===== src/rtl/mem_arbiter.sv =====
// mem_arbiter: two-port arbiter/sequencer in front of a single-port memory
// with registered read data. The fetch port is read-only and the data port
// is read/write. Each access runs IDLE -> ACCESS (-> RESP for reads) -> IDLE.
// Optional build macro MEM_ARB_RR_EN selects round-robin arbitration.
// Without it, the data port has fixed priority over the fetch port.
module mem_arbiter #(
  parameter int ADDR_W = 13,
  parameter int DATA_W = 18
) (
  input  logic              clk,
  input  logic              rst,
  input  logic              f_req,
  input  logic [ADDR_W-1:0] f_addr,
  output logic              f_gnt,
  output logic              f_rvalid,
  output logic [DATA_W-1:0] f_rdata,
  input  logic              d_req,
  input  logic              d_we,
  input  logic [ADDR_W-1:0] d_addr,
  input  logic [DATA_W-1:0] d_wdata,
  output logic              d_gnt,
  output logic              d_rvalid,
  output logic [DATA_W-1:0] d_rdata,
  output logic [ADDR_W-1:0] mem_addr,
  output logic [DATA_W-1:0] mem_din,
  output logic              mem_re,
  output logic              mem_we,
  input  logic [DATA_W-1:0] mem_dout,
  output logic              busy
);

  typedef enum logic [1:0] {IDLE, ACCESS, RESP} state_t;

  state_t              r_state;
  logic                r_owner;      // 0: fetch owns the transaction, 1: data
  logic [ADDR_W-1:0]   r_mem_addr;
  logic [DATA_W-1:0]   r_mem_din;
  logic                r_mem_re;
  logic                r_mem_we;
  logic                r_f_gnt;
  logic                r_d_gnt;
  logic                r_f_rvalid;
  logic                r_d_rvalid;
  logic [DATA_W-1:0]   r_f_rdata;
  logic [DATA_W-1:0]   r_d_rdata;
  logic                w_pick_data;  // arbitration result, meaningful in IDLE

`ifdef MEM_ARB_RR_EN
  logic r_last_grant;  // 0: fetch granted last, 1: data granted last

  // On a conflict the port not granted last wins.
  assign w_pick_data = d_req && (!f_req || !r_last_grant);

  // Remember which port won each arbitration; reset favours fetch next.
  always_ff @(posedge clk) begin
    if (rst) begin
      r_last_grant <= 1'b1;
    end else if (r_state == IDLE && (f_req || d_req)) begin
      r_last_grant <= w_pick_data;
    end
  end
`else
  // Data port always beats fetch on a conflict.
  assign w_pick_data = d_req;
`endif

  // Sequencer: arbitrate in IDLE, drive one memory strobe in ACCESS,
  // deliver read data in RESP. All outputs are registered here.
  always_ff @(posedge clk) begin
    if (rst) begin
      r_state    <= IDLE;
      r_owner    <= 1'b0;
      r_mem_addr <= '0;
      r_mem_din  <= '0;
      r_mem_re   <= 1'b0;
      r_mem_we   <= 1'b0;
      r_f_gnt    <= 1'b0;
      r_d_gnt    <= 1'b0;
      r_f_rvalid <= 1'b0;
      r_d_rvalid <= 1'b0;
      r_f_rdata  <= '0;
      r_d_rdata  <= '0;
    end else begin
      r_f_gnt    <= 1'b0;
      r_d_gnt    <= 1'b0;
      r_f_rvalid <= 1'b0;
      r_d_rvalid <= 1'b0;
      // Capture the delivered word so rdata holds between rvalid pulses.
      if (r_f_rvalid) r_f_rdata <= mem_dout;
      if (r_d_rvalid) r_d_rdata <= mem_dout;
      case (r_state)
        IDLE: begin
          if (f_req || d_req) begin
            r_owner <= w_pick_data;
            r_state <= ACCESS;
            if (w_pick_data) begin
              r_mem_addr <= d_addr;
              r_mem_din  <= d_wdata;
              r_mem_we   <= d_we;
              r_mem_re   <= !d_we;
              r_d_gnt    <= 1'b1;
            end else begin
              // Fetch never writes, so mem_din keeps its previous value.
              r_mem_addr <= f_addr;
              r_mem_we   <= 1'b0;
              r_mem_re   <= 1'b1;
              r_f_gnt    <= 1'b1;
            end
          end
        end
        ACCESS: begin
          r_mem_re <= 1'b0;
          r_mem_we <= 1'b0;
          if (r_mem_re) begin
            r_state <= RESP;
            if (r_owner) r_d_rvalid <= 1'b1;
            else         r_f_rvalid <= 1'b1;
          end else begin
            r_state <= IDLE;
          end
        end
        RESP:    r_state <= IDLE;
        default: r_state <= IDLE;
      endcase
    end
  end

  assign mem_addr = r_mem_addr;
  assign mem_din  = r_mem_din;
  assign mem_re   = r_mem_re;
  assign mem_we   = r_mem_we;
  assign f_gnt    = r_f_gnt;
  assign d_gnt    = r_d_gnt;
  assign f_rvalid = r_f_rvalid;
  assign d_rvalid = r_d_rvalid;
  // Read data passes straight through from the memory during the RESP cycle.
  assign f_rdata  = r_f_rvalid ? mem_dout : r_f_rdata;
  assign d_rdata  = r_d_rvalid ? mem_dout : r_d_rdata;
  assign busy     = (r_state != IDLE);

endmodule


===== config.mk =====
export PLATFORM = sky130hd
export DESIGN_NAME = mem_arbiter
export DESIGN_NICKNAME = d
export VERILOG_FILES = /design/src/rtl/mem_arbiter.sv
export SDC_FILE = /design/constraint.sdc
export NUM_CORES = 1
export LEC_CHECK = 0
export CORE_AREA = 2 2 87 89
export DETAILED_ROUTE_END_ITERATION = 8
export DIE_AREA = 0 0 89 91
export PLACE_DENSITY = 0.89
export SLEW_MARGIN = 5
export SYNTH_ARGS = -nofsm -noshare
export SYNTH_HDL_FRONTEND = slang
export SYNTH_SLANG_ARGS = --single-unit

===== constraint.sdc =====
create_clock -name clk -period 2.31 [get_ports clk]
set_input_delay 0.231 -clock clk [delete_from_list [all_inputs] [get_ports clk]]
set_output_delay 0.231 -clock clk [all_outputs]
set_load 0.01 [all_outputs]

==> impl_metrics.toml, run 1 <==
[detailed_routing]
drt_first_pass_iters = 4
ant_nets = 0
routed_wl_microns = 7240
first_iter_violations = 44
remaining_drc_errors = 0
via_per_inst = 4.75
via_count = 2418
detail_route.wl_per_cell_microns = 14.2

[logic_synthesis]
mappedNetlistNets = 332
yosysSeqAreaShare_pct = 49.8
synth_top_cell_by_area = "sky130_fd_sc_hd__dfxtp_1"
yosys.area.top_type_share_pct = 49.8
ys_seq_elements = 76
syn-cell-area_sq_mm = 0.00306
netlist_top_cells_area = "sky130_fd_sc_hd__dfxtp_1 (50%), sky130_fd_sc_hd__mux2_2 (11%), sky130_fd_sc_hd__mux2i_1 (10%)"
syn_area_per_cell_sq_um = 11.5
synthCells = 265
synth-warning-count = 0
synth_cell_type_count = 29

[floorplanning]
die_height_microns = 91
placementRows = 31
fp.dieArea_sq_mm = 0.00810
floorplan.initialDensity_pct = 42.8
core_sq_mm = 0.00714
floorplan.die.width_microns = 89
top_level_ports = 141

[cts]
cts_root_buf = "sky130_fd_sc_hd__clkbuf_8"
postCtsSetupBuffers = 0
clock-sinks = 76
numCtsBuffers = 9
buffer_levels_on_the_longest_clock_path = 2
path_clk_slew_ns = 0.07
post_cts_resize_count = 0
cts_tree = "yes"
holdBufCountCts = 0
clock_latency_ns = 0.34
htree_levels = 3

[power]
ir_drop_uv = 331
leakagePower_uw = 0.00185
power.density_mw_per_mm2 = 609

[sta]
totalNegativeSetupSlack_ns = 0
report.final.hold_viol_count = 0
timing.final.setup_violations = 0
slew_headroom_pct = 67.7
holdWs_ns = 0.331
slew_violations = 0
grt_setup_unrepaired = "no"
fin_crit_ns = 2.04
skew_ns = 0.00552
fmax_ghz = 0.491
final_cycle_utilization_of_the_critical_path_pct = 88.1
worst_pin_slew_ns = 0.484
final_critical_path_setup_slack_ns = 0.275

[final_layout]
layout.cells.most_common_list = "sky130_fd_sc_hd__clkdlybuf4s50_1 (139), sky130_fd_sc_hd__dfxtp_1 (76), sky130_fd_sc_hd__nor2b_1 (37)"
post_layout_nonfiller_instances = 509
final_layout_size_suffix_gt1_share_pct = 19.0
final.fill_count = 601
area_growth_pct = 53.3
finalNetCount = 474
finish.utilization_pct = 65.7
layout.cells.most_common = "sky130_fd_sc_hd__clkdlybuf4s50_1"
antenna_cells_inserted = 0

[placement]
placement.setup.worst_slack_ns = 0.405
detailedPlacementHpwl_microns = 5350
placed_cells_incl_taps = 495
port-buffer-count = 140
gp_routability_congestion = 0.706

[worst_hold_path]
min-delay-path-class = "in -> reg"

[global_route]
number_of_global_route_vias_before_repair = 2510
grt_antenna_before_repair = 0
grt_max_degree = 28
grt.overflow.total = 0
grt_pass1_wl_microns = 11500
grt_util_all_layers_pct = 18.3

[worst_setup_path]
worst_ep_arrival_time_ns = 1.80
cp_data_required_time_ns = 2.08
start_kind = "register"
critPathCaptureType = "output pin"
cp_max_fo = 19
criticalPathCategory = "reg -> out"

[flow_run]
number_of_max_cap_violations = 0

[status]
status = "finished clean"
==> flip-flops by register name, indices dropped and copies added, names as in the netlist <==
name / flops
mem_addr: 13
f_rvalid: 1
mem_din: 18
r_owner: 1
d_rvalid: 1
mem_we: 1
f_gnt: 1
mem_re: 1
r_f_rdata: 18
r_state: 2
r_d_rdata: 18
d_gnt: 1
==> kinds of logic after synthesis <==
logic type	after synthesis	share of synthesized area, %
DFF	76	49.8
and+or+nand+nor	70	12.9
muxes	67	23.4
AOI/OAI and AO/OA	31	8.88
buffers and inverters	21	5.08
==> synthesized netlist by cell type <==
master,instances
sky130_fd_sc_hd__a21oi_1,5
sky130_fd_sc_hd__buf_2,3
sky130_fd_sc_hd__o21ai_0,1
sky130_fd_sc_hd__inv_2,1
sky130_fd_sc_hd__or2_1,1
sky130_fd_sc_hd__nand2b_1,1
sky130_fd_sc_hd__dfxtp_1,76
sky130_fd_sc_hd__clkbuf_1,5
sky130_fd_sc_hd__a211oi_2,8
sky130_fd_sc_hd__and2_1,1
sky130_fd_sc_hd__nor3_1,1
sky130_fd_sc_hd__nor2_1,21
sky130_fd_sc_hd__nor2b_1,37
sky130_fd_sc_hd__mux2_1,6
sky130_fd_sc_hd__buf_1,2
sky130_fd_sc_hd__nor2_4,1
sky130_fd_sc_hd__nand2_1,4
sky130_fd_sc_hd__nor3b_4,1
sky130_fd_sc_hd__nor2_2,1
sky130_fd_sc_hd__mux2_2,30
sky130_fd_sc_hd__a221oi_1,1
sky130_fd_sc_hd__buf_6,6
sky130_fd_sc_hd__buf_12,1
sky130_fd_sc_hd__o211ai_1,1
sky130_fd_sc_hd__buf_4,3
sky130_fd_sc_hd__a21oi_2,10
sky130_fd_sc_hd__a211oi_1,5
sky130_fd_sc_hd__mux2i_1,31
sky130_fd_sc_hd__nor3b_1,1
==> metal layers <==
metal / vias to the layer above / track usage, % / wire, microns
met1: 1123 / 20.8 / 2970
met3: 10 / 7.18 / 648
li1: 1187 / - / -
met5: - / 0 / 0
met4: 0 / 5.60 / 79
met2: 98 / 31.0 / 3540
==> critical path, cell delays in order (launching register included) <==
cell and delay [ns]:
sky130_fd_sc_hd__dfxtp_1 0.31, sky130_fd_sc_hd__buf_4 0.26, sky130_fd_sc_hd__mux2_2 0.39, sky130_fd_sc_hd__clkdlybuf4s50_1 0.50
==> report_power, final <==
part,leakage (uW),switching [uW],internal (uW)
Sequential,0.000620,37.3,1370
Combinational,0.00114,204,304
Clock,0.0000870,455,483
Total,0.00185,696,2160
==> final cells by class <==
| type | instances | area (sq um) | area share (%) |
|---|---|---|---|
| tap | 99 | 124 | 2.64 |
| clock inverter | 5 | 55.1 | 1.17 |
| timing repair buffer | 151 | 1480 | 31.6 |
| inverter | 1 | 3.75 | 0.0801 |
| multi-input combinational | 168 | 1380 | 29.4 |
| sequential | 76 | 1520 | 32.5 |
| clock buffer | 9 | 124 | 2.64 |
==> through the flow <==
step                area (sq um)  power, uW
detailed placement          4510       1950
global placement            4510       1940
CTS                         4690       2890
floorplan                   3060       1670
finish                      4690       2850
global route                4690       2990
==> final timing paths <==
check	startpoint	endpoint	slack, ns	depth (start not counted)
max reg2reg	r_state[1]	mem_din[9]	0.98	4
max	d_rvalid	d_rdata[0]	0.27	3
min reg2reg	r_owner	f_rvalid	0.44	1
min	rst	r_state[0]	0.33	2
(Power assumes the default switching activity.)
==> run 2: changes to the inputs <==
--- a/config.mk
+++ b/config.mk
@@ -5,10 +5,11 @@
 export SDC_FILE = /design/constraint.sdc
 export NUM_CORES = 1
 export LEC_CHECK = 0
-export CORE_AREA = 2 2 87 89
+export CORE_AREA = 2 2 87 64
 export DETAILED_ROUTE_END_ITERATION = 8
-export DIE_AREA = 0 0 89 91
-export PLACE_DENSITY = 0.89
+export DIE_AREA = 0 0 89 66
+export DONT_BUFFER_PORTS = 1
+export PLACE_DENSITY = 0.83
 export SLEW_MARGIN = 5
 export SYNTH_ARGS = -nofsm -noshare
 export SYNTH_HDL_FRONTEND = slang
==> impl_metrics.toml, run 2 (synthesis results as in run 1) <==
[power]
leakagePower_uw = 0.00134
power.density_mw_per_mm2 = 813
ir_drop_uv = 501

[worst_setup_path]
start_kind = "register"
timing.critical_path.max_delay_family = "multiplexers"
cp_num_buf_inv = 1
slowest_delay_ns = 0.44
critical_path.cell_chain = "buf_4 -> mux2_1"
criticalPathCategory = "reg -> out"
worst_ep_arrival_time_ns = 1.38
cp_data_required_time_ns = 2.08
timing.critical_path.slowest_stage_cell = "sky130_fd_sc_hd__mux2_1"
critPathCaptureType = "output pin"
cp_max_fo = 19

[cts]
clock_latency_ns = 0.33
path_clk_slew_ns = 0.07
clock-sinks = 76
cts_tree = "yes"
numCtsBuffers = 9
postCtsSetupBuffers = 0
cts_root_buf = "sky130_fd_sc_hd__clkbuf_8"
buffer_levels_on_the_longest_clock_path = 2
htree_levels = 3

[floorplanning]
floorplan.die.width_microns = 89
fp.dieArea_sq_mm = 0.00587
floorplan.initialDensity_pct = 60.4
die_height_microns = 66
placementRows = 22
core_sq_mm = 0.00506
top_level_ports = 141

[sta]
slew_violations = 0
slew_headroom_pct = 53.3
skew_ns = 0.00519
worst_pin_slew_ns = 0.700
fmax_ghz = 0.621
fin_crit_ns = 1.61
grt_setup_unrepaired = "no"
report.final.hold_viol_count = 0
timing.final.setup_violations = 0
totalNegativeSetupSlack_ns = 0
final_cycle_utilization_of_the_critical_path_pct = 69.7
final_critical_path_setup_slack_ns = 0.701

[global_route]
grt_pass1_wl_microns = 8370
grt.overflow.total = 0
grt_antenna_before_repair = 0
number_of_global_route_vias_before_repair = 1779
grt_max_degree = 75
grt_util_all_layers_pct = 18.8

[final_layout]
antenna_cells_inserted = 0
layout.cells.most_common = "sky130_fd_sc_hd__dfxtp_1"
final_layout_size_suffix_gt1_share_pct = 27.1
area_growth_pct = 7.41
finalNetCount = 331
layout.cells.most_common_list = "sky130_fd_sc_hd__dfxtp_1 (76), sky130_fd_sc_hd__nor2b_1 (37), sky130_fd_sc_hd__mux2i_1 (31)"
final.fill_count = 431

[detailed_routing]
remaining_drc_errors = 0
first_iter_violations = 74
via_per_inst = 5.43
detail_route.wl_per_cell_microns = 16.4
ant_nets = 0
via_count = 1853
drt_first_pass_iters = 4
routed_wl_microns = 5580

[placement]
port-buffer-count = 0
gp_routability_congestion = 0.698
placement.setup.worst_slack_ns = 0.854
detailedPlacementHpwl_microns = 3810

[status]
status = "finished clean"

[worst_hold_path]
min-delay-path-class = "in -> reg"

[flow_run]
number_of_max_cap_violations = 0
run 2: cell types whose count changed in the layout (fill, tap and decap cells not counted), sizes merged:
cell,delta
clkdlybuf4s50,-139
dlygate4sd3,+2
clkinvlp,-1
clkbuf,+3
buf,-6
run 2: worst reg2reg max path, cell delays in order, from the launching register on:
cell	delay (ns)
sky130_fd_sc_hd__dfxtp_1	0.37
sky130_fd_sc_hd__nor2_4	0.14
sky130_fd_sc_hd__inv_2	0.08
sky130_fd_sc_hd__nor2_2	0.56
sky130_fd_sc_hd__a211oi_1	0.16
run 2: path summary, 6_finish.rpt:
kind	startpoint	end	slack [ns]	cells after the start
worst min register to register	r_owner	f_rvalid	0.46	1
worst max register to register	r_state[1]	mem_addr[12]	0.85	4
worst max-delay path	f_rvalid	f_rdata[6]	0.70	2
worst min-delay path	d_we	mem_we	0.03	2
run 2: final cells by class:
class | instances | area (sq um) | area share, %
Timing Repair Buffer | 8 | 85.1 | 2.59
Sequential cell | 76 | 1520 | 46.3
Inverter | 1 | 3.75 | 0.114
Tap cell | 72 | 90.1 | 2.74
Clock inverter | 4 | 47.5 | 1.45
Clock buffer | 12 | 155 | 4.73
Multi-Input combinational cell | 168 | 1380 | 42.0
run 2: metrics by stage:
stage	cell area (sq um)	total power [uW]	util (%)	cells	hold slack, ns
floorplan	3060	1670	-	265	0.342
global placement	3030	1670	59.9	322	0.308
detailed placement	3030	1680	59.9	322	0.308
CTS	3280	2700	64.8	341	0.0115
global route	3280	2780	64.8	341	0.0325
finish	3280	2670	64.8	341	0.0323
run 2: report_power, final:
part / internal [uW] / switching, uW / leakage, uW
combinational: 106 / 128 / 0.000617
clock: 555 / 443 / 0.000102
sequential: 1370 / 67.2 / 0.000620
total: 2030 / 638 / 0.00134
run 2: timing repair:
item | CTS | global route
hold endpoints to repair | 74 | 0
resized for setup | 0 | 0
hold buffers | 3 | 0
run 2: per-layer routing:
metal | track usage [%] | up-vias | share of wire [%]
li1 | - | 896 | -
met1 | 22.1 | 868 | 42
met2 | 29.6 | 77 | 47
met3 | 8.74 | 12 | 9.1
met4 | 8.02 | 0 | 2.0
met5 | 0 | - | 0
